File: config.mk
export PLATFORM = sky130hd
export DESIGN_NAME = fft_input_loader
export DESIGN_NICKNAME = d
export VERILOG_FILES = /design/src/rtl/fft_input_loader_pkg.sv /design/src/rtl/fft_input_loader_bank_addr_gen.sv /design/src/rtl/fft_input_loader.sv
export SDC_FILE = /design/constraint.sdc
export NUM_CORES = 1
export LEC_CHECK = 0
export ABC_CLOCK_PERIOD_IN_PS = 3200
export BUFFER_PORTS_ARGS = -buffer_cell sky130_fd_sc_hd__clkbuf_2
export CORE_MARGIN = 5
export CORE_UTILIZATION = 40
export DETAILED_ROUTE_END_ITERATION = 8
export PLACE_DENSITY = 0.62
export SETUP_SLACK_MARGIN = 0.15
export SYNTH_ARGS = -nofsm -noshare
export SYNTH_HDL_FRONTEND = slang
export SYNTH_HIERARCHICAL = 1
export SYNTH_SLANG_ARGS = --single-unit
File: constraint.sdc
create_clock -name iCLK -period 3.2 [get_ports iCLK]
set_input_delay 0.64 -clock iCLK [delete_from_list [all_inputs] [get_ports iCLK]]
set_output_delay 0.64 -clock iCLK [all_outputs]
set_load 0.03 [all_outputs]
File: src/rtl/fft_input_loader_pkg.sv
// Shared FFT loader constants and state encoding; also used by the output unloader.
package fft_input_loader_pkg;
    localparam int FFT_DATA_W      = 16;
    localparam int FFT_BANK_ADDR_W = 9;
    localparam int FFT_N           = 4 * (1 << FFT_BANK_ADDR_W);

    typedef enum logic [2:0] {
        LD_IDLE,
        LD_LOAD,
        LD_PAD,
        LD_START,
        LD_WAIT_BUSY,
        LD_WAIT_DONE
    } ld_state_t;
endpackage

File: src/rtl/fft_input_loader_bank_addr_gen.sv
// fft_bank_addr_gen: maps linear sample index n to a one-hot bank write enable and bank address.
module fft_bank_addr_gen
    import fft_input_loader_pkg::*;
#(
    parameter int ADDR_W = FFT_BANK_ADDR_W
) (
    input  logic [ADDR_W+1:0] n,
    input  logic              en,
    output logic [3:0]        we,
    output logic [ADDR_W-1:0] addr
);
    assign addr = n[ADDR_W+1:2];

    for (genvar b = 0; b < 4; b++) begin : g_bank
        assign we[b] = en && (n[1:0] == 2'(b));
    end
endmodule

File: src/rtl/fft_input_loader.sv
// fft_input_loader: writes one N-point frame into the FFT core's RAM_A, pulses start, waits for done.
// Build option FFT_LOADER_ZEROPAD_EN: iLAST ends a short frame and the remaining slots are zero-filled.
module fft_input_loader
    import fft_input_loader_pkg::*;
#(
    parameter int DATA_W = FFT_DATA_W,
    parameter int ADDR_W = FFT_BANK_ADDR_W
) (
    input  logic              iCLK,
    input  logic              iRESET,
    input  logic [DATA_W-1:0] iDATA,
    input  logic              iVALID,
    output logic              oREADY,
    input  logic              iLAST,
    input  logic              iFFT_RDY,
    output logic [DATA_W-1:0] oDATA,
    output logic [ADDR_W-1:0] oADDR_WR_0,
    output logic [ADDR_W-1:0] oADDR_WR_1,
    output logic [ADDR_W-1:0] oADDR_WR_2,
    output logic [ADDR_W-1:0] oADDR_WR_3,
    output logic              oWE_0,
    output logic              oWE_1,
    output logic              oWE_2,
    output logic              oWE_3,
    output logic              oSTART,
    output logic              oBUSY,
    output logic [15:0]       oFRAME_CNT
);
    // N is a power of two, so the last index is all ones.
    localparam logic [ADDR_W+1:0] N_LAST = '1;

    ld_state_t         state;
    logic [ADDR_W+1:0] n;
    logic              start_dly;
    logic              accept;
    logic              wr_en;
    logic [DATA_W-1:0] wr_data;
    logic [3:0]        gen_we;
    logic [3:0]        we_q;
    logic [ADDR_W-1:0] gen_addr;
    logic [ADDR_W-1:0] addr_q;

    assign accept = iVALID && oREADY;

`ifdef FFT_LOADER_ZEROPAD_EN
    assign wr_en   = accept || (state == LD_PAD);
    assign wr_data = (state == LD_PAD) ? '0 : iDATA;
`else
    logic unused_last;
    assign unused_last = iLAST;
    assign wr_en       = accept;
    assign wr_data     = iDATA;
`endif

    fft_bank_addr_gen #(.ADDR_W(ADDR_W)) u_addr_gen (
        .n   (n),
        .en  (wr_en),
        .we  (gen_we),
        .addr(gen_addr)
    );

    assign {oWE_3, oWE_2, oWE_1, oWE_0} = we_q;
    assign oADDR_WR_0 = addr_q;
    assign oADDR_WR_1 = addr_q;
    assign oADDR_WR_2 = addr_q;
    assign oADDR_WR_3 = addr_q;

    always_ff @(posedge iCLK or negedge iRESET) begin
        if (!iRESET) begin
            state      <= LD_IDLE;
            n          <= '0;
            start_dly  <= 1'b0;
            oREADY     <= 1'b0;
            oDATA      <= '0;
            addr_q     <= '0;
            we_q       <= '0;
            oSTART     <= 1'b0;
            oBUSY      <= 1'b0;
            oFRAME_CNT <= '0;
        end else begin
            we_q   <= gen_we;
            oSTART <= 1'b0;
            if (wr_en) begin
                addr_q <= gen_addr;
                oDATA  <= wr_data;
            end
            case (state)
                LD_IDLE: if (iFFT_RDY) begin
                    state  <= LD_LOAD;
                    oREADY <= 1'b1;
                end
                LD_LOAD: if (accept) begin
                    oBUSY <= 1'b1;
                    // n holds at N-1 so it only returns to 0 once the core is done.
                    if (n == N_LAST) begin
                        state  <= LD_START;
                        oREADY <= 1'b0;
`ifdef FFT_LOADER_ZEROPAD_EN
                    end else if (iLAST) begin
                        state  <= LD_PAD;
                        oREADY <= 1'b0;
                        n      <= n + 1'b1;
`endif
                    end else begin
                        n <= n + 1'b1;
                    end
                end
`ifdef FFT_LOADER_ZEROPAD_EN
                LD_PAD: begin
                    if (n == N_LAST) state <= LD_START;
                    else             n     <= n + 1'b1;
                end
`endif
                // One idle cycle lets the final RAM write land before the core starts.
                LD_START: begin
                    if (start_dly) begin
                        start_dly <= 1'b0;
                        oSTART    <= 1'b1;
                        state     <= LD_WAIT_BUSY;
                    end else begin
                        start_dly <= 1'b1;
                    end
                end
                LD_WAIT_BUSY: if (!iFFT_RDY) state <= LD_WAIT_DONE;
                LD_WAIT_DONE: if (iFFT_RDY) begin
                    oFRAME_CNT <= oFRAME_CNT + 16'd1;
                    n          <= '0;
                    oBUSY      <= 1'b0;
                    oREADY     <= 1'b1;
                    state      <= LD_LOAD;
                end
                default: state <= LD_IDLE;
            endcase
        end
    end
endmodule

==> results.toml <==
[status]
status = "complete, no violations"

[sta]
fin_crit_sh_pct = 71.76
relSlewSlack_pct = 35.69
slew_violations = 0
finalHoldViolations = 0
skew_ns = 0.008096
whs_ns = 0.4593
setup_viol = 0
tightest_slew_ns = 0.9646
rsz0062_at_grt = "false"
fmax_mhz = 435.5
fin_crit_ns = 2.296
finalSetupTns_ns = 0

[cts]
clkSinkCount = 63
root_buffer = "clkbuf_8"
clk_pin_slew_worst_paths_ns = 0.08
cts_buffers = 9
cts_resized = 0
postCtsHoldBufs = 0
htreeDepth = 3
insertion_delay_ns = 0.33
cts_tree = "built"
postCtsSetupRepairBufs = 0
cts.path.max_buffers = 2

[final_layout]
layout-drive-gt1-share_pct = 44.85
area_delta_synth_final_pct = 16.22
nets = 348
antenna-diode-count = 0

[flow_run]
max_cap_violations = 0

[setup_path]
cp-start-kind = "flop"
timing.rr.end = "n[0]"
slowest_stage = "nor4b_4"
rrSetupSlack_ns = 0.90
rr_worst_depth = 5
crit_path_max_fanout = 14
worst_setup_path_end_kind = "flop"
critPathRequiredTime_ns = 3.41
critPathMaxStageDelay_ns = 0.63
crit_arrival_ns = 2.51
crit_type = "reg -> reg"
cp_top_family = "simple AND/OR/NAND/NOR gates"
r2r-start = "n[0]"
crit_chain = "ha_1, nand4_1, nor4b_4, nor2_1, mux2_1"
path_buf_inv = 0

[grt]
overflow = 0
grt_pass1_vias = 1945
grt_max_degree = 45
grt_usage_pct = 12.44
grt_pass1_wl_um = 9570
grt_antenna_before_repair = 0

[power_and_ir_drop]
power_leakage_nw = 1.900
finalPower_mw = 1.510
ir_drop_mv = 0.2477
p_per_area_nw_per_um2 = 423.3

[floorplanning]
die-width_um = 97.62
die-area_um2 = 9529
coreArea_um2 = 7607
die_h_um = 97.62
start_util_pct = 40.36
io_pins = 96
row_count = 32

[yosys]
ys_ff_latch = 63
syn_area_per_cell_um2 = 11.81
syn_area_um2 = 3070
synth_nets = 283
synthCells = 260
ys.warnings.count = 6
synthDistinctLibCells = 47
yosysSeqAreaShare_pct = 51.34

[routing]
wl_per_cell_um = 13.50
first_pass_iters = 4
routed_via_density = 4.789
wirelength_um = 5834
drc_errors = 0
first_iter_violations = 93
vias = 2069
ant_nets = 0

[placed_design]
portBuffers = 94
dpl.hpwl_um = 4152
gp_congestion = 0.8019

[hold_path]
worstHoldPathType = "in -> async"
-- sequential cells by signal, summed over array words and instances, names as in the netlist, 3 cells and up --
register    flops
we_q            4
oDATA          16
n              11
state           3
oADDR_WR_0      9
oFRAME_CNT     16
-- how the worst max path moves through the flow --
| stage | from | end | slack [ns] | cells past startpoint |
|---|---|---|---|---|
| 2_1_floorplan | n[0] | n[0] | 1.37 | 6 |
| 5_1_grt | n[0] | n[1] | 0.68 | 5 |
| 3_3_place_gp | n[0] | n[1] | 0.98 | 5 |
| 3_5_place_dp | n[0] | n[0] | 0.95 | 5 |
| 6_report | n[0] | n[0] | 0.90 | 5 |
| 4_1_cts | n[0] | n[0] | 0.92 | 5 |
-- routing by layer --
| metal | global-route usage, % | share of wire (%) | vias up |
|---|---|---|---|
| met4 | 5.431 | 0.99 | 0 |
| met2 | 18.56 | 47 | 57 |
| met1 | 16.44 | 46 | 994 |
| li1 | - | - | 1014 |
| met5 | 0 | 0 | - |
| met3 | 4.164 | 6.3 | 4 |
-- cell usage in the layout (no fill, tap or decap), drive strengths merged, types with 4 or more instances in the layout --
cell type / instances
buf: 5
nor3: 6
xnor2: 11
inv: 6
nand4: 5
dfrtp: 63
o41ai: 4
o21ai: 4
mux2: 29
nor2: 6
clkbuf: 102
nand3: 9
nand2: 16
xor2: 6
a21oi: 10
and3: 5
-- worst register-to-register path, delay by kind of cell, from the launching register on --
| family | cells | cell delay, ns |
|---|---|---|
| simple gates | 3 | 1.03 |
| flops | 1 | 0.49 |
| mux | 1 | 0.34 |
| fa+ha+maj | 1 | 0.33 |
-- where the power goes --
part | internal, mW | switching (mW) | total, mW | leakage (nW)
clock | 0.361 | 0.323 | 0.684 | 0.0956
sequential | 0.796 | 0 | 0.796 | 0.865
combinational | 0.0107 | 0.0199 | 0.0306 | 0.939
total | 1.17 | 0.343 | 1.51 | 1.90
-- through the flow --
step | cell area [um^2] | std cells | setup WS (ns) | utilization, %
2_1_floorplan | 3070 | 260 | 1.373 | -
3_3_place_gp | 3372 | 416 | 0.9810 | 44.33
3_5_place_dp | 3372 | 416 | 0.9478 | 44.33
4_1_cts | 3568 | 432 | 0.9180 | 46.91
5_1_grt | 3568 | 432 | 0.6800 | 46.91
6_report | 3568 | 432 | 0.9036 | 46.91
-- synth_stat cells (all sizes together) --
cell / number / area (um^2)
mux2: 29 / 326.6
nor2: 6 / 22.52
a21boi: 1 / 7.510
or3: 1 / 6.260
nor3: 6 / 30.03
a21o: 1 / 7.510
and3b: 2 / 17.52
nand2b: 2 / 20.02
a211oi: 1 / 7.510
a41oi: 1 / 8.760
nand4: 5 / 46.29
xor2: 6 / 52.55
o21ai: 4 / 20.02
clkbuf: 2 / 7.510
and4: 2 / 17.52
nand2: 16 / 62.56
or4b: 3 / 30.03
a21oi: 10 / 50.05
a31o: 1 / 8.760
inv: 5 / 18.77
ha: 2 / 25.02
xnor2: 11 / 96.34
o22ai: 1 / 6.260
o41ai: 4 / 35.03
nor2b: 3 / 18.77
and4b: 1 / 10.01
and3: 5 / 32.53
nor3b: 1 / 12.51
buf: 42 / 319.0
or4: 3 / 22.52
dfrtp: 63 / 1577
nor4: 2 / 18.77
o31ai: 3 / 22.52
a31oi: 2 / 12.51
and2: 2 / 12.51
nor4b: 1 / 23.77
nand3b: 1 / 7.510
nand3: 9 / 50.05
-- layout make-up --
class	instances	area, um^2
clock buffer	9	123.9
clock inverter	7	72.57
fill	751	4039
inverter	5	18.77
multi-input combinational	148	1149
sequential	63	1577
tap	102	127.6
timing repair buffer	98	500.5
-- cell families after synthesis --
group	Yosys count	synth area share, %
flip-flops	63	51.34
adder cells (fa/ha/maj)	2	0.8149
XOR/XNOR	17	4.849
AND/OR/NAND/NOR	71	15.04
multiplexers	29	10.64
buffers and inverters	49	11.25
AO/OA/AOI/OAI	29	6.072
No activity file was read; power rests on OpenSTA's default activity.
